### src/rtl/regfile_xfer_ctrl_pkg.sv
// ---------------------------------------------------------------------------
// regfile_xfer_ctrl_pkg
//   Shared definitions for the register-file bulk-transfer controller:
//   command op encoding, FSM state encoding and the default register-file
//   geometry, which the register file itself also uses.
//   Optional macro: REGXFER_CHECKSUM_EN adds the two checksum-beat states.
// ---------------------------------------------------------------------------
package regfile_xfer_ctrl_pkg;

    localparam int DEF_N_REGS    = 8;
    localparam int DEF_REG_WIDTH = 8;

    localparam logic OP_LOAD = 1'b0;
    localparam logic OP_DUMP = 1'b1;

`ifdef REGXFER_CHECKSUM_EN
    typedef enum logic [2:0] {
        ST_IDLE,
        ST_LOAD,
        ST_DUMP,
        ST_DONE,
        ST_LOAD_CSUM,
        ST_DUMP_CSUM
    } state_e;
`else
    typedef enum logic [1:0] {
        ST_IDLE,
        ST_LOAD,
        ST_DUMP,
        ST_DONE
    } state_e;
`endif

endpackage

### src/rtl/regxfer_ptr.sv
// ---------------------------------------------------------------------------
// regxfer_ptr
//   Register index counter with wrap at N_REGS-1 plus a remaining-beats
//   down-counter.
//   Ports:
//     clk, reset        clock, synchronous active-high reset (both go to 0)
//     load              capture load_ptr / load_count
//     step              advance index (with wrap) and decrement remaining
//     load_ptr          first register index
//     load_count        number of beats in the run
//     ptr               current register index
//     last              remaining == 1 (the current beat is the final one)
// ---------------------------------------------------------------------------
module regxfer_ptr #(
    parameter int N_REGS     = 8,
    parameter int ADDR_WIDTH = $clog2(N_REGS),
    parameter int CNT_WIDTH  = ADDR_WIDTH + 1
) (
    input  logic                  clk,
    input  logic                  reset,
    input  logic                  load,
    input  logic                  step,
    input  logic [ADDR_WIDTH-1:0] load_ptr,
    input  logic [CNT_WIDTH-1:0]  load_count,
    output logic [ADDR_WIDTH-1:0] ptr,
    output logic                  last
);

    localparam logic [ADDR_WIDTH-1:0] LAST_IDX = ADDR_WIDTH'(N_REGS - 1);

    logic [ADDR_WIDTH-1:0] ptr_q, ptr_d;
    logic [CNT_WIDTH-1:0]  rem_q, rem_d;

    always_comb begin
        ptr_d = ptr_q;
        rem_d = rem_q;
        if (load) begin
            ptr_d = load_ptr;
            rem_d = load_count;
        end else if (step) begin
            // ">=" rather than "==" so an out-of-range start index folds
            // back to 0 on its first step.
            ptr_d = (ptr_q >= LAST_IDX) ? '0 : ptr_q + 1'b1;
            rem_d = rem_q - 1'b1;
        end
    end

    always_ff @(posedge clk) begin
        if (reset) begin
            ptr_q <= '0;
            rem_q <= '0;
        end else begin
            ptr_q <= ptr_d;
            rem_q <= rem_d;
        end
    end

    assign ptr  = ptr_q;
    assign last = (rem_q == CNT_WIDTH'(1));

endmodule

### src/rtl/regfile_xfer_ctrl.sv
// ---------------------------------------------------------------------------
// regfile_xfer_ctrl
//   Bulk-transfer initiator owning the register file write/read ports.
//   LOAD streams in_data words into a run of registers; DUMP streams a run
//   of registers out. busy stalls the core; done pulses once at the end.
//   Ports:
//     cmd_*            command handshake (op, start index, count; count 0 ok)
//     in_*             inbound valid/ready word stream (LOAD)
//     out_*            outbound valid/ready word stream (DUMP)
//     wreg_index/wdata/write_enable   register file write port
//     rreg_index/rdata                register file read port (comb read)
//     busy, done, err  status
//   Optional macro: REGXFER_CHECKSUM_EN -- appends a mod-2^REG_WIDTH sum
//   beat to every transfer; a mismatching LOAD sum sets err (sticky until
//   the next command). Without it err is tied low.
// ---------------------------------------------------------------------------
module regfile_xfer_ctrl
    import regfile_xfer_ctrl_pkg::*;
#(
    parameter int N_REGS     = DEF_N_REGS,
    parameter int REG_WIDTH  = DEF_REG_WIDTH,
    parameter int ADDR_WIDTH = $clog2(N_REGS),
    parameter int CNT_WIDTH  = ADDR_WIDTH + 1
) (
    input  logic                  clk,
    input  logic                  reset,
    input  logic                  cmd_valid,
    output logic                  cmd_ready,
    input  logic                  cmd_op,
    input  logic [ADDR_WIDTH-1:0] cmd_start,
    input  logic [CNT_WIDTH-1:0]  cmd_count,
    input  logic                  in_valid,
    output logic                  in_ready,
    input  logic [REG_WIDTH-1:0]  in_data,
    output logic                  out_valid,
    input  logic                  out_ready,
    output logic [REG_WIDTH-1:0]  out_data,
    output logic [ADDR_WIDTH-1:0] wreg_index,
    output logic [REG_WIDTH-1:0]  wdata,
    output logic                  write_enable,
    output logic [ADDR_WIDTH-1:0] rreg_index,
    input  logic [REG_WIDTH-1:0]  rdata,
    output logic                  busy,
    output logic                  done,
    output logic                  err
);

    // State entered after the final data beat of each direction.
`ifdef REGXFER_CHECKSUM_EN
    localparam state_e LOAD_END = ST_LOAD_CSUM;
    localparam state_e DUMP_END = ST_DUMP_CSUM;
`else
    localparam state_e LOAD_END = ST_DONE;
    localparam state_e DUMP_END = ST_DONE;
`endif

    state_e                state_q, state_d;
    logic [ADDR_WIDTH-1:0] ptr;
    logic                  last;
    logic                  in_load, in_dump;
    logic                  cmd_accept, load_beat, dump_beat;

    assign in_load = (state_q == ST_LOAD);
    assign in_dump = (state_q == ST_DUMP);

    // Gating with reset makes an abort take effect in the reset cycle
    // itself: no write, no beat, no pointer step.
    assign cmd_accept = (state_q == ST_IDLE) && cmd_valid && !reset;
    assign load_beat  = in_load && in_valid && !reset;
    assign dump_beat  = in_dump && out_ready && !reset;

    regxfer_ptr #(
        .N_REGS     (N_REGS),
        .ADDR_WIDTH (ADDR_WIDTH),
        .CNT_WIDTH  (CNT_WIDTH)
    ) u_ptr (
        .clk        (clk),
        .reset      (reset),
        .load       (cmd_accept),
        .step       (load_beat || dump_beat),
        .load_ptr   (cmd_start),
        .load_count (cmd_count),
        .ptr        (ptr),
        .last       (last)
    );

    always_comb begin
        state_d = state_q;
        case (state_q)
            ST_IDLE: begin
                if (cmd_accept) begin
                    if (cmd_count == '0) begin
                        // Zero-length run skips straight to the tail
                        // (checksum beat if built in, else DONE).
                        state_d = (cmd_op == OP_DUMP) ? DUMP_END : LOAD_END;
                    end else begin
                        state_d = (cmd_op == OP_DUMP) ? ST_DUMP : ST_LOAD;
                    end
                end
            end
            ST_LOAD: if (load_beat && last) state_d = LOAD_END;
            ST_DUMP: if (dump_beat && last) state_d = DUMP_END;
`ifdef REGXFER_CHECKSUM_EN
            ST_LOAD_CSUM: if (in_valid) state_d = ST_DONE;
            ST_DUMP_CSUM: if (out_ready) state_d = ST_DONE;
`endif
            ST_DONE: state_d = ST_IDLE;
            default: state_d = ST_IDLE;
        endcase
    end

    always_ff @(posedge clk) begin
        if (reset) begin
            state_q <= ST_IDLE;
        end else begin
            state_q <= state_d;
        end
    end

    assign cmd_ready    = (state_q == ST_IDLE);
    assign busy         = (state_q != ST_IDLE);
    assign done         = (state_q == ST_DONE);
    assign write_enable = load_beat;
    assign wreg_index   = ptr;
    assign wdata        = in_load ? in_data : '0;
    assign rreg_index   = ptr;

`ifdef REGXFER_CHECKSUM_EN
    logic [REG_WIDTH-1:0] sum_q, sum_d;
    logic                 err_q, err_d;
    logic                 in_lcsum, in_dcsum;

    assign in_lcsum = (state_q == ST_LOAD_CSUM);
    assign in_dcsum = (state_q == ST_DUMP_CSUM);

    always_comb begin
        sum_d = sum_q;
        err_d = err_q;
        if (cmd_accept) begin
            sum_d = '0;
            err_d = 1'b0;
        end else if (load_beat) begin
            sum_d = sum_q + in_data;
        end else if (dump_beat) begin
            sum_d = sum_q + rdata;
        end else if (in_lcsum && in_valid && (in_data != sum_q)) begin
            err_d = 1'b1;
        end
    end

    always_ff @(posedge clk) begin
        if (reset) begin
            sum_q <= '0;
            err_q <= 1'b0;
        end else begin
            sum_q <= sum_d;
            err_q <= err_d;
        end
    end

    assign in_ready  = (in_load || in_lcsum) && !reset;
    assign out_valid = (in_dump || in_dcsum) && !reset;
    assign out_data  = in_dump ? rdata : (in_dcsum ? sum_q : '0);
    assign err       = err_q;
`else
    assign in_ready  = in_load && !reset;
    assign out_valid = in_dump && !reset;
    assign out_data  = in_dump ? rdata : '0;
    assign err       = 1'b0;
`endif

endmodule

### config.mk
export PLATFORM = sky130hd
export DESIGN_NAME = regfile_xfer_ctrl
export DESIGN_NICKNAME = d
export VERILOG_FILES = /design/src/rtl/regfile_xfer_ctrl_pkg.sv /design/src/rtl/regxfer_ptr.sv /design/src/rtl/regfile_xfer_ctrl.sv
export SDC_FILE = /design/constraint.sdc
export NUM_CORES = 1
export LEC_CHECK = 0
export CORE_UTILIZATION = 34
export DETAILED_ROUTE_END_ITERATION = 7
export MAX_ROUTING_LAYER = met4
export PLACE_DENSITY = 0.78
export RECOVER_POWER = 50
export SLEW_MARGIN = 5
export SYNTH_ARGS = -nofsm -noshare
export SYNTH_HDL_FRONTEND = slang
export SYNTH_SLANG_ARGS = --single-unit
### constraint.sdc
create_clock -name clk -period 2 [get_ports clk]
set_input_delay 0.4 -clock clk [delete_from_list [all_inputs] [get_ports clk]]
set_output_delay 0.4 -clock clk [all_outputs]
set_load 0.02 [all_outputs]
* Word level (Yosys, flattened, before mapping)
Index checks and enable logic that the tools add are counted.
** Cells by class
- $add $sub $neg :: 2
- Magnitude comparators :: 1
- Reduce and logical (&&, ||, !) cells :: 17
- Multiplexer cells :: 13
- Equality and inequality tests :: 7
** Operators with widths (number)
- $mux 8 :: 2
- $logic_and 1x1->1 :: 10
- $mux 2 :: 5
- $mux 3 :: 3
- $mux 4 :: 2
- $pmux 2 s4 :: 1
- $ne 2x1->1 const B :: 3
- $eq 2x2->1 const B :: 2
- $eq 4x1->1 const B :: 1
- $logic_not 4->1 :: 1
- $reduce_bool 2->1 :: 2
- $sub 4x1->4 const B :: 1
- $add 3x1->3 const B :: 1
- $ge 3x3->1 const B :: 1
- $reduce_and 3->1 :: 1
- $eq 2x1->1 const B :: 1
- $logic_not 2->1 :: 1
- $logic_not 1->1 :: 1
- $logic_or 1x1->1 :: 1
** Word-level totals
- Flip-flop bits (word level) :: 9
- Output and inout port bits :: 29

* Depth between registers and ports, before layout
Gate-level depths: netlist of the first run.
- Depth after elaboration :: 6
- Gate-level depth with buffers :: 6

* By module
From an unflattened synthesis of the first run, not the netlist that was laid out.
** Unflattened totals
- Cells, all modules :: 94
- Area total of the unflattened synthesis :: 779.5 µm²
** Modules (own cells, without submodules)
- regxfer_ptr :: instances 1, sequential area each 140.1 µm², area each 412.9 µm², cells an instance 46
- regfile_xfer_ctrl :: instances 1, sequential area each 40.0 µm², area each 366.6 µm², cells an instance 48

* Worst setup path after synthesis of the first run
Ideal clock, no wire load.
- Kind :: register to output
- From :: reg state_q[1]
- To :: out write_enable
- Buffers on the path :: 1
- Stages on the path, launching flop included :: 7
- Arrival time :: 1.315 ns
- Data required time :: 1.600 ns
- Setup slack :: 0.285 ns
- Cells stage by stage :: dfxtp_1 inv_1 ha_1 buf_4 inv_1 nor2_1 and2_1
** On the way
- Longest elaborated chain between the ends :: 3
** Ends and longest elaborated chain
- start: declaration :: line regfile_xfer_ctrl.sv:57 : state_e state_q, state_d;
- start signal: assignment :: line regfile_xfer_ctrl.sv:116 : state_q <= state_d;
- $eq 2x1->1 :: line regfile_xfer_ctrl.sv:63 : assign in_load = (state_q == ST_LOAD);
- $logic_and 1x1->1 (2 in series) :: line regfile_xfer_ctrl.sv:69 : assign load_beat = in_load && in_valid && !reset;
- end: declaration :: line regfile_xfer_ctrl.sv:40 : output logic write_enable,
No other way between the ends.

* Worst setup path in the final report of the first run
- From :: reg state_q[1]
- To :: out wdata[1]
** On the way
- Longest elaborated chain between the ends :: 2
** Ends and longest elaborated chain
- $eq 2x1->1 :: line regfile_xfer_ctrl.sv:63
- $mux 8 :: line regfile_xfer_ctrl.sv:125 : assign wdata = in_load ? in_data : '0;
- end: declaration :: line regfile_xfer_ctrl.sv:39 : output logic [REG_WIDTH-1:0] wdata,
No other way between the ends.

==> impl_results.rst, run 1 <==
.. list-table::
   :header-rows: 1

   * - Metric
     - Value
   * - Synth area leaders
     - dfxtp_1 (22%), and2_1 (13%), ha_1 (12%), buf_4 (5.6%), inv_1 (4.2%)
   * - Setup clock skew after layout
     - around 0.0034 ns
   * - Row cnt
     - 17
   * - Start point of the worst min-delay path
     - u_ptr.ptr[2]
   * - Stage delay of the slowest cell on the critical path
     - about 0.35 ns
   * - Largest family of logic cells by synthesized area
     - simple AND/OR/NAND/NOR gates
   * - Distinct cells, synth
     - 33
   * - Fraction of synthesized cell area in xor and xnor cells
     - 3.25%
   * - Unrepaired setup endpoints after global routing
     - false
   * - Critical Path Source
     - state_q[1]
   * - Kind of start point of the critical path
     - flip-flop
   * - Number of H-tree levels
     - 1
   * - Vias in the first global route
     - slightly above 800
   * - Root buffer selected by CTS
     - clkbuf_4
   * - Fraction of the mapped netlist area in compound gates
     - about 17%
   * - Die Outline Area
     - between 2000 and 3000 sq um
   * - ANT nets after route
     - 0
   * - Mean cell area of the mapped netlist
     - 8.00 sq um
   * - End point of the worst hold path
     - u_ptr.ptr[2]
   * - Detailed-route via count
     - approximately 910
   * - Simple-gate share of the synthesized area
     - ~31%
   * - Vert. Die Dim
     - ~51 um
   * - R2R Setup Slk
     - approximately 0.33 ns
   * - Post-route non-filler standard cell count
     - around 190
   * - Max Buffers Root-to-Sink
     - 2
   * - Top flip-flop cell by instance count after synthesis
     - dfxtp_1
   * - Number of flops mapped to enable cells by yosys
     - 0
   * - Total negative slack for setup checks
     - 0 ns
   * - Max-Cap Viols
     - 0
   * - Number of primary I/O pins
     - 58
   * - Gate count of the mapped netlist
     - about 100
   * - Number of sinks handled by clock tree synthesis
     - 9
   * - Mean routed wirelength per cell
     - approximately 12 um
   * - Area added between synthesis and finish
     - 71.4%
   * - Synthesized-area fraction occupied by adder cells
     - between 10% and 20%
   * - Mapped cell area
     - between 800 and 900 sq um
   * - Hold crit path type
     - flip-flop to flip-flop
   * - Clock slew seen by the registers of the worst setup and hold paths
     - 0.06 ns
   * - Final Cycle Share
     - 95.3%
   * - Final Routed Wirelength
     - around 2100 um
   * - Crit-path slowest cell
     - dfxtp_2
   * - Total iterations of the first detailed-routing run
     - 4
   * - DRC violation count after routing
     - 0
   * - Core Util, Final
     - between 60% and 70%
   * - Final Setup Violations
     - 0
   * - Sequence of cells on the critical path
     - inv_1 > ha_1 > buf_4 > and2_1 > dlygate4sd2_1
   * - Final Instance Area
     - between 1000 and 1500 sq um
   * - Synth area leader
     - dfxtp_1
   * - Share of final-layout standard cells stronger than drive strength 1
     - between 10% and 20%
   * - Syn_nets
     - ~140
   * - Async set or reset register ratio after synthesis
     - 0%
   * - Leakage Power
     - ~0.66 nW
   * - Maximum resistive drop on vdd
     - roughly 0.00058 V
   * - Data required time of the worst path
     - between 1.5 and 2 ns
   * - Number of cells after detailed placement
     - 182
   * - Critical Setup Path Class
     - flip-flop to output pin
   * - Largest driver fanout on the critical path
     - 10
   * - Detailed-route vias per instance
     - around 4.9
   * - Commonest cells in the netlist
     - and2_1 (17), dfxtp_1 (9), inv_1 (9), nor2_1 (9), ha_1 (8)
   * - Sequential cell area fraction in the yosys report
     - approximately 22%
   * - Global-route congestion overflow total
     - 0
   * - HPWL after DPL
     - around 1800 um
   * - Die span in x
     - around 51 um
   * - YS warnings
     - 0
   * - Critical R2R Launch
     - state_q[1]
   * - Count of inserted antenna diode cells
     - 0
   * - Number of synthesized register bits
     - 9
   * - Final GP Congestion
     - 0.756
   * - Area of the core
     - ~2200 sq um
   * - Buffer count from post-CTS setup fixing
     - 0
   * - Number of cells on the worst hold path
     - 2
   * - Result of the run
     - complete, no violations
   * - Fmax
     - between 500 and 600 MHz
   * - Setup slack after layout
     - 0.0944 ns
   * - Count of nets after finishing
     - ~200
   * - Area share of the largest cell type after synthesis
     - between 20% and 30%
   * - Data arrival time of the critical path
     - approximately 1.5 ns
   * - Number of cells on the worst reg-to-reg path
     - 8
   * - Clock Latency Late Sink
     - ~0.26 ns
   * - Antenna violations before repair
     - 0
   * - Initial cell density of the core
     - between 30 and 40%
   * - Worst hold slack
     - approximately 0.57 ns
   * - Kind of end point of the critical path
     - output pin
   * - Post-layout power
     - 1.34 mW
   * - Top-count cell post-synth
     - and2_1
   * - Drt initial violations
     - 33
   * - Maximum number of pins on one net before global-route repair
     - 15
   * - Standard cell area after detailed placement
     - 1390 sq um
   * - Fin. Hold Viols
     - 0
   * - PD cells
     - 964 nW/um^2
   * - R2r endpoint
     - u_ptr.ptr[2]
   * - Mux share of post-synthesis cell area
     - 2.48%
   * - Global routing usage summed across all routing layers
     - 18.4%
   * - Minimum period implied by the final worst setup slack
     - around 1.9 ns
   * - Pins Over Slew Limit
     - 0
   * - Wire length of the first global-routing pass
     - 3490 um
   * - Count of buffers from port buffering
     - 56
   * - CTS buffer count
     - 3
   * - Post-Place Setup Slack
     - -0.154 ns
   * - TritonCTS clock tree
     - yes
flip-flops by register name, indices dropped and copies added (netlist names):
name / cells
state_q: 2
u_ptr.ptr: 3
u_ptr.rem_q: 4
layer usage:
metal	up-vias	wire length (um)	share of wire [%]	track usage, %
met2	59	942	44	30.4
met1	394	885	41	19.6
met4	0	37	1.7	9.26
li1	454	-	-	-
met3	5	278	13	6.06
met5	-	0	0	-
worst max-delay path, delay by kind of cell, from the launching register on:
kind,cells,cell delay [ns]
AND/OR/NAND/NOR,1,0.16
flip-flops,1,0.35
adder cells (fa/ha/maj),1,0.19
buffers and inverters,3,0.54
report_power, final:
group          leakage, nW  internal (mW)  switching [mW]  total (mW)
clock network       0.0150         0.0769          0.0638       0.141
logic                0.571          0.412           0.491       0.903
registers           0.0749          0.235          0.0568       0.292
total                0.661          0.724           0.612        1.34
placed cells by master (no fill, tap or decap), types with 4 or more instances in the layout:
cell type        Yosys  routed
and2_1              17      17
buf_4                6       6
clkdlybuf4s50_1      0      28
dfxtp_1              9       8
dlygate4sd2_1        0      20
dlygate4sd3_1        0       7
ha_1                 8       7
inv_1                9       9
nand2_1              4       4
nor2_1               9       9
worst max-delay path by stage:
stage | endpoint | slack [ns] | depth (start not counted)
floorplan | write_enable | 0.29 | 6
global placement | out_valid | -0.16 | 4
detailed placement | write_enable | -0.15 | 4
CTS | wdata[2] | 0.03 | 5
global route | wdata[4] | 0.009 | 5
finish | wdata[1] | 0.09 | 5
what timing repair did:
action                     CTS  global route
hold buffers                 0             0
setup endpoints to repair   21            10
gates resized for setup     23             3
cell families after synthesis:
logic type                 Yosys count
xor gates and xnor gates             3
and+or+nand+nor                     43
AOI/OAI and AO/OA                   17
adders and majority gates            8
buffers and inverters               18
muxes                                2
other                                1
DFF                                  9
area by class of cell:
| class | instances | area, sq um |
|---|---|---|
| inverters | 9 | 33.8 |
| flip-flops and latches | 9 | 181 |
| clock buffers | 4 | 26.3 |
| repair buffers | 62 | 576 |
| fillers | 220 | 848 |
| well taps | 28 | 35.0 |
| multi-input cells | 74 | 533 |
(Power assumes the default switching activity.)
==> run 2: changes to the inputs <==
Settings changed: PLACE_DENSITY 0.78 to 0.8, SYNTH_HIERARCHICAL set to 1.
==> run 2 against run 1 <==
Cell area is 0.27% lower. Cell count is 2.2% lower. Setup slack worse by 0.021 ns. Clock skew is 0.00092 ns higher. Non-clock buffer count stayed put. Core utilization is 5.0 points higher. Clock power hardly changed. Combinational power is 23% lower. First-iteration DRC count is 70% lower. Sequential power is 6% lower. Wire length is 3.5% higher. Largest cell class unchanged. Clock-buffer cell count is 1 lower.
==> impl_results.rst, run 2 <==
.. list-table::
   :header-rows: 1

   * - Metric
     - Value
   * - Commonest cells in the netlist
     - and2_1 (13), dfxtp_1 (9), ha_1 (8) (was and2_1 (17), dfxtp_1 (9), inv_1 (9), nor2_1 (9), ha_1 (8))
   * - Number of sinks handled by clock tree synthesis
     - 9 (unchanged)
   * - Syn_nets
     - 131 (was 138)
   * - Synth area leaders
     - dfxtp_1 (23%), ha_1 (13%), and2_1 (10%), a21oi_1 (3.9%), and2_2 (3.9%) (was dfxtp_1 (22%), and2_1 (13%), ha_1 (12%), buf_4 (5.6%), inv_1 (4.2%))
   * - Setup clock skew after layout
     - 0.00435 ns (was 0.00343 ns)
   * - Most common library cell in the layout ignoring fill and taps
     - clkdlybuf4s50_1 (unchanged)
   * - Minimum period implied by the final worst setup slack
     - 1.93 ns (was 1.91 ns)
   * - CTS buffer count
     - 3 (unchanged)
   * - Number of synthesized register bits
     - 9 (unchanged)
   * - Max-slew headroom
     - about three fifths
   * - Data arrival time of the critical path
     - 1.53 ns (was 1.51 ns)
   * - Kind of end point of the critical path
     - output pin (unchanged)
   * - Die span in x
     - 49.9 um (was 50.8 um)
   * - Fin. Hold Viols
     - 0 (unchanged)
   * - Distinct cells, synth
     - 32 (was 33)
   * - Root buffer selected by CTS
     - clkbuf_4 (unchanged)
   * - Fmax
     - 519 MHz (was 525 MHz)
   * - Final Setup Violations
     - 0 (unchanged)
   * - Max Buffers Root-to-Sink
     - 2 (unchanged)
   * - Hold Buf Count CTS
     - 0 (unchanged)
   * - Setup slack after layout
     - 0.0734 ns (was 0.0944 ns)
   * - Seq. cell area
     - 181 sq um (unchanged)
   * - Die Outline Area
     - 2490 sq um (was 2580 sq um)
   * - Pins Over Slew Limit
     - 0 (unchanged)
   * - Number of H-tree levels
     - 1 (unchanged)
   * - Worst hold slack
     - 0.489 ns (was 0.570 ns)
   * - ANT nets after route
     - 0 (unchanged)
   * - Power spent charging and discharging nets
     - 0.479 mW (was 0.612 mW)
   * - Post-route non-filler standard cell count
     - 182 (was 186)
   * - Total iterations of the first detailed-routing run
     - 4 (unchanged)
   * - Global routing usage summed across all routing layers
     - 20.1% (was 18.4%)
   * - Sequential cell fraction of total power
     - 24.7% (was 21.9%)
   * - Largest register by flop count
     - u_ptr/rem_q (was u_ptr.rem_q)
   * - Number of primary I/O pins
     - 58 (unchanged)
   * - Hold crit path type
     - flip-flop to flip-flop (unchanged)
   * - Switching share of power
     - 43.2% (was 45.8%)
   * - YS warnings
     - 6 (was 0)
   * - Maximum resistive drop on vdd
     - 0.000536 V (was 0.000577 V)
   * - Result of the run
     - complete, no violations (unchanged)
   * - Maximum number of pins on one net before global-route repair
     - 11 (was 15)
   * - Stage delay of the slowest cell on the critical path
     - 0.49 ns (was 0.35 ns)
   * - Critical Setup Path Class
     - input port to output pin (was flip-flop to output pin)
   * - Vias in the first global route
     - 755 (was 805)
   * - Max-Cap Viols
     - 0 (unchanged)
   * - Detailed-route via count
     - 848 (was 912)
   * - Core Util, Final
     - 67.0% (was 62.0%)
   * - Final Cycle Share
     - 96.3% (was 95.3%)
   * - CP delay by family, top
     - buffers and inverters (unchanged)
   * - Mean routed wirelength per cell
     - 12.2 um (was 11.5 um)
   * - Count of buffers from port buffering
     - 56 (unchanged)
   * - Leakage Power
     - 0.680 nW (was 0.661 nW)
   * - Largest driver fanout on the critical path
     - 3 (was 10)
   * - Clock Latency Late Sink
     - 0.27 ns (was 0.26 ns)
   * - DRC violation count after routing
     - 0 (unchanged)
   * - Pin slew with the least headroom to its limit
     - ~0.61 ns
   * - HPWL after DPL
     - 1850 um (was 1790 um)
   * - Area added between synthesis and finish
     - 77.2% (was 71.4%)
   * - Filler instances
     - 187 (was 220)
   * - Area of the core
     - 2060 sq um (was 2230 sq um)
   * - Buffer count from post-CTS setup fixing
     - 0 (unchanged)
   * - Mean cell area of the mapped netlist
     - 8.29 sq um (was 8.00 sq um)
   * - Final GP Congestion
     - 0.793 (was 0.756)
   * - Count of nets after finishing
     - 193 (was 196)
   * - Sequential cell area fraction in the yosys report
     - 23.1% (was 22.3%)
   * - PD cells
     - 804 nW/um^2 (was 964 nW/um^2)
   * - Total negative slack for setup checks
     - 0 ns (unchanged)
   * - Combinational share of power
     - 62.3% (was 67.6%)
   * - Clock share of power
     - 13.0% (was 10.5%)
   * - Top-count cell post-synth
     - and2_1 (unchanged)
   * - Area used by multi-input combinational logic
     - 533 sq um (unchanged)
   * - Gate count of the mapped netlist
     - 94 (was 101)
   * - Top flip-flop cell by instance count after synthesis
     - dfxtp_1 (unchanged)
   * - Largest register FFs
     - 4 (unchanged)
   * - Wire length of the first global-routing pass
     - 3660 um (was 3490 um)
   * - Sequence of cells on the critical path
     - clkdlybuf4s50_1 > nor2b_2 > and2_1 > dlygate4sd2_1 (was inv_1 > ha_1 > buf_4 > and2_1 > dlygate4sd2_1)
   * - Drt initial violations
     - 10 (was 33)
   * - Initial cell density of the core
     - 37.8% (was 36.2%)
   * - Clock slew seen by the registers of the worst setup and hold paths
     - 0.07 ns (was 0.06 ns)
   * - Internal power contribution
     - 0.631 mW (was 0.724 mW)
   * - Row cnt
     - 16 (was 17)
   * - Count of inserted antenna diode cells
     - 0 (unchanged)
   * - Detailed-route vias per instance
     - 4.66 (was 4.90)
   * - Most frequent cells in the layout
     - clkdlybuf4s50_1 (28), dlygate4sd2_1 (19), and2_1 (13) (was clkdlybuf4s50_1 (28), dlygate4sd2_1 (20), and2_1 (17))
   * - Crit-path slowest cell
     - clkdlybuf4s50_1 (was dfxtp_2)
   * - Worst Path Buf+Inv
     - 2 (was 3)
   * - Post-Place Setup Slack
     - -0.203 ns (was -0.154 ns)
   * - Data required time of the worst path
     - 1.60 ns (about the same)
   * - Final Routed Wirelength
     - 2220 um (was 2140 um)
   * - Number of cells after detailed placement
     - 178 (was 182)
   * - Synth area leader
     - dfxtp_1 (unchanged)
   * - Global-route congestion overflow total
     - 0 (unchanged)
   * - Async set or reset register ratio after synthesis
     - 0% (unchanged)
   * - Vert. Die Dim
     - 49.9 um (was 50.8 um)
   * - Unrepaired setup endpoints after global routing
     - false (unchanged)
   * - Share of final-layout standard cells stronger than drive strength 1
     - 13.5% (was 10.1%)
   * - Antenna violations before repair
     - 0 (unchanged)
   * - Area share of the largest cell type after synthesis
     - 23.1% (was 22.3%)
   * - Mapped cell area
     - 779 sq um (was 808 sq um)
   * - Kind of start point of the critical path
     - input port (was flip-flop)
   * - Number of flops mapped to enable cells by yosys
     - 0 (unchanged)
   * - TritonCTS clock tree
     - yes (unchanged)
-- run 2: what timing repair did --
action | in CTS | in global routing
pin swaps | 0 | 0
endpoints found under the setup margin | 20 | 12
gates resized for setup | 21 | 3
-- run 2: power groups by stage --
| stage | logic [mW] | clock network [mW] | registers (mW) |
|---|---|---|---|
| after floorplan | 0.427 | 0 | 0.280 |
| after global placement | 0.753 | 0 | 0.275 |
| after detailed placement | 0.764 | 0 | 0.277 |
| after CTS | 0.717 | 0.146 | 0.275 |
| after global routing | 0.754 | 0.166 | 0.284 |
| final | 0.691 | 0.144 | 0.275 |
-- run 2: through the flow --
step / cell area, sq um / power, mW
after CTS: 1390 / 1.14
after floorplan: 782 / 0.707
final: 1380 / 1.11
after detailed placement: 1380 / 1.04
after global placement: 1380 / 1.03
after global routing: 1380 / 1.20
-- run 2: area by class of cell --
class | instances | share of cell area, %
multi-input combinational | 72 | 38.6
inverter | 8 | 2.17
clock inverter | 1 | 0.362
sequential | 9 | 13.1
timing repair buffer | 62 | 41.7
tap | 27 | 2.45
clock buffer | 3 | 1.63
-- run 2: path summary, 6_finish.rpt --
check | from | to | slack (ns) | depth (start not counted)
max reg2reg | state_q[0] | u_ptr/ptr[2] | 0.21 | 8
max | reset | write_enable | 0.07 | 4
min | state_q[1] | state_q[1] | 0.49 | 1
min reg2reg | state_q[1] | state_q[1] | 0.49 | 1
-- run 2: cells by family (layout without fill, tap and decap cells) --
family	count (synthesis)	count (layout)	synth area share, %
AOI/OAI and AO/OA	18	18	16.5
xor gates and xnor gates	3	3	3.37
adders and majority gates	8	8	12.8
buffers and inverters	13	74	9.15
DFF	9	9	23.1
muxes	1	1	1.28
other	1	1	0.481
and+or+nand+nor	41	41	33.2
-- run 2: routing by layer --
layer  vias up  GRT usage, %  wire [um]
met4         0          4.29         14
met2        17          31.3       1070
li1        437             -          -
met1       392          25.8       1070
met3         2          5.56         71
met5         -             -          0
==> run 3: changes to the inputs <==
Settings changed: CAP_MARGIN set to 20, CELL_PAD_IN_SITES_DETAIL_PLACEMENT set to 0, CELL_PAD_IN_SITES_GLOBAL_PLACEMENT set to 2, CORE_UTILIZATION 34 to 17, PLACE_DENSITY 0.8 to not set, PLACE_DENSITY_LB_ADDON set to 0.1.
==> run 3 against run 2 <==
Sequential power shrank 4%. Sequential cell count is the same. First-iteration DRC count grew to 4.1 times the previous value. Non-clock buffer count grew 9. Via count grew 3.4%. Critical path depth is the same. Setup slack gained 0.032 ns. Sequential share of layout area shrank 1.2 points. Clock power grew 56%. Critical endpoint unchanged. Largest cell class unchanged. Highest routed layer is now met3.
==> impl_results.rst, run 3 (synthesis gave the netlist of run 2 again) <==
.. list-table::
   :header-rows: 1

   * - Metric
     - Value
   * - Result of the run
     - complete, no violations (unchanged)
   * - Worst hold slack
     - 0.598 ns (was 0.489 ns)
   * - Largest register by flop count
     - u_ptr/rem_q (unchanged)
   * - Final Setup Violations
     - 0 (unchanged)
   * - Sequential cell fraction of total power
     - 21.2% (was 24.7%)
   * - Final Cycle Share
     - 94.7% (was 96.3%)
   * - Pins Over Slew Limit
     - 0 (unchanged)
   * - Vias in the first global route
     - 926 (was 755)
   * - Die Outline Area
     - 4860 sq um (was 2490 sq um)
   * - Kind of start point of the critical path
     - input port (unchanged)
   * - Detailed-route via count
     - 877 (was 848)
   * - Largest driver fanout on the critical path
     - 3 (unchanged)
   * - Global-route congestion overflow total
     - 0 (unchanged)
   * - Critical Path Source
     - reset (unchanged)
   * - Final GP Congestion
     - 0.693 (was 0.793)
   * - Setup clock skew after layout
     - 0.00189 ns (was 0.00435 ns)
   * - CTS buffer count
     - 3 (unchanged)
   * - Combinational share of power
     - 60.9% (was 62.3%)
   * - Switching share of power
     - 40.8% (was 43.2%)
   * - Unrepaired setup endpoints after global routing
     - false (unchanged)
   * - Initial cell density of the core
     - 17.8% (was 37.8%)
   * - Number of H-tree levels
     - 1 (unchanged)
   * - Maximum resistive drop on vdd
     - 0.000330 V (was 0.000536 V)
   * - Power spent charging and discharging nets
     - 0.510 mW (was 0.479 mW)
   * - Fmax
     - 528 MHz (was 519 MHz)
   * - Wire length of the first global-routing pass
     - 4130 um (was 3660 um)
   * - Vert. Die Dim
     - 69.7 um (was 49.9 um)
   * - Max-Cap Viols
     - 0 (unchanged)
   * - Leakage Power
     - 0.720 nW (was 0.680 nW)
   * - Drt initial violations
     - 41 (was 10)
   * - Critical R2R Launch
     - state_q[1] (was state_q[0])
   * - Buffer count from post-CTS setup fixing
     - 0 (unchanged)
   * - Mean routed wirelength per cell
     - 11.4 um (was 12.2 um)
   * - Clock share of power
     - 17.9% (was 13.0%)
   * - Count of buffers from port buffering
     - 56 (unchanged)
   * - Data arrival time of the critical path
     - 1.49 ns (was 1.53 ns)
   * - Most frequent cells in the layout
     - clkdlybuf4s50_1 (29), dlygate4sd2_1 (19), buf_4 (15) (was clkdlybuf4s50_1 (28), dlygate4sd2_1 (19), and2_1 (13))
   * - Share of final-layout standard cells stronger than drive strength 1
     - 18.3% (was 13.5%)
   * - Count of nets after finishing
     - 202 (was 193)
   * - PD cells
     - 831 nW/um^2 (was 804 nW/um^2)
   * - Number of sinks handled by clock tree synthesis
     - 9 (unchanged)
   * - ANT nets after route
     - 0 (unchanged)
   * - Clock slew seen by the registers of the worst setup and hold paths
     - 0.05 ns (was 0.07 ns)
   * - Most common library cell in the layout ignoring fill and taps
     - clkdlybuf4s50_1 (unchanged)
   * - Largest register FFs
     - 4 (unchanged)
   * - Area of the core
     - 4380 sq um (was 2060 sq um)
   * - Global routing usage summed across all routing layers
     - 10.9% (was 20.1%)
   * - Area added between synthesis and finish
     - 92.9% (was 77.2%)
   * - Filler instances
     - 467 (was 187)
   * - Die span in x
     - 69.7 um (was 49.9 um)
   * - Internal power contribution
     - 0.740 mW (was 0.631 mW)
   * - Post-route non-filler standard cell count
     - 216 (was 182)
   * - Final Routed Wirelength
     - 2470 um (was 2220 um)
   * - Minimum period implied by the final worst setup slack
     - 1.89 ns (was 1.93 ns)
   * - Max Buffers Root-to-Sink
     - 2 (unchanged)
   * - Fin. Hold Viols
     - 0 (unchanged)
   * - Count of inserted antenna diode cells
     - 0 (unchanged)
   * - Hold crit path type
     - flip-flop to flip-flop (unchanged)
   * - Critical Setup Path Class
     - input port to output pin (unchanged)
   * - Maximum number of pins on one net before global-route repair
     - 11 (unchanged)
   * - Number of cells on the worst hold path
     - 2 (was 1)
   * - Number of cells on the worst reg-to-reg path
     - 10 (was 8)
   * - Number of primary I/O pins
     - 58 (unchanged)
   * - Data required time of the worst path
     - 1.60 ns (about the same)
   * - Start point of the worst min-delay path
     - state_q[0] (was state_q[1])
   * - Kind of end point of the critical path
     - output pin (unchanged)
   * - Row cnt
     - 24 (was 16)
   * - Antenna violations before repair
     - 0 (unchanged)
   * - HPWL after DPL
     - 2020 um (was 1850 um)
   * - Detailed-route vias per instance
     - 4.06 (was 4.66)
   * - Root buffer selected by CTS
     - clkbuf_8 (was clkbuf_4)
   * - Total iterations of the first detailed-routing run
     - 4 (unchanged)
   * - TritonCTS clock tree
     - yes (unchanged)
   * - Clock Latency Late Sink
     - 0.24 ns (was 0.27 ns)
   * - Number of cells after detailed placement
     - 212 (was 178)
   * - DRC violation count after routing
     - 0 (unchanged)
-- run 3: cell type report --
cell class,instances,area [sq um],share of cell area [%]
Timing Repair Buffer,71,643,42.8
Multi-Input combinational cell,72,541,35.9
Sequential cell,9,180,12.0
Tap cell,52,65.1,4.33
Clock buffer,4,45.0,3.00
Inverter,8,30.0,2.00
-- run 3: power groups by stage --
stage                     sequential [mW]  clock [mW]  combinational (mW)
after floorplan                     0.280           0               0.427
after global placement              0.269           0               0.826
after detailed placement            0.270           0               0.825
after CTS                           0.267       0.230               0.775
after global routing                0.273       0.245               0.835
final                               0.265       0.224               0.761
-- run 3: stage by stage --
stage / setup WS [ns] / TNS (ns) / utilization, % / power [mW] / instance area, sq um
final: 0.105 / 0 / 34.3 / 1.25 / 1500
after global routing: 0.00662 / 0 / 34.3 / 1.35 / 1500
after CTS: 0.0419 / 0 / 34.2 / 1.27 / 1500
after detailed placement: -0.218 / -1.34 / 33.7 / 1.10 / 1480
after global placement: -0.188 / -1.01 / 33.7 / 1.10 / 1480
after floorplan: 0.00788 / 0 / - / 0.707 / 782
-- run 3: worst paths after layout --
path / to / slack, ns
worst min-delay path: state_q[0] / 0.60
worst min register to register: state_q[0] / 0.60
worst max-delay path: write_enable / 0.11
worst max register to register: u_ptr/ptr[0] / 0.14
-- run 3: timing repair --
item | 4_1_cts | 5_1_grt
endpoints found under the setup margin | 21 | 5
resized for setup | 22 | 4
hold buffers | 0 | 0
-- run 3: critical path, stage by stage --
cell	delay (ns)
clkdlybuf4s50_1	0.48
nor2b_2	0.15
and2_1	0.15
clkdlybuf4s15_1	0.31
-- run 3: layer usage --
metal	wire length (um)	track usage [%]	part of all wire (%)
met3	175	3.78	7.1
met2	1100	17.6	44
met5	0	-	0
met4	0	1.33	0
met1	1200	13.7	48
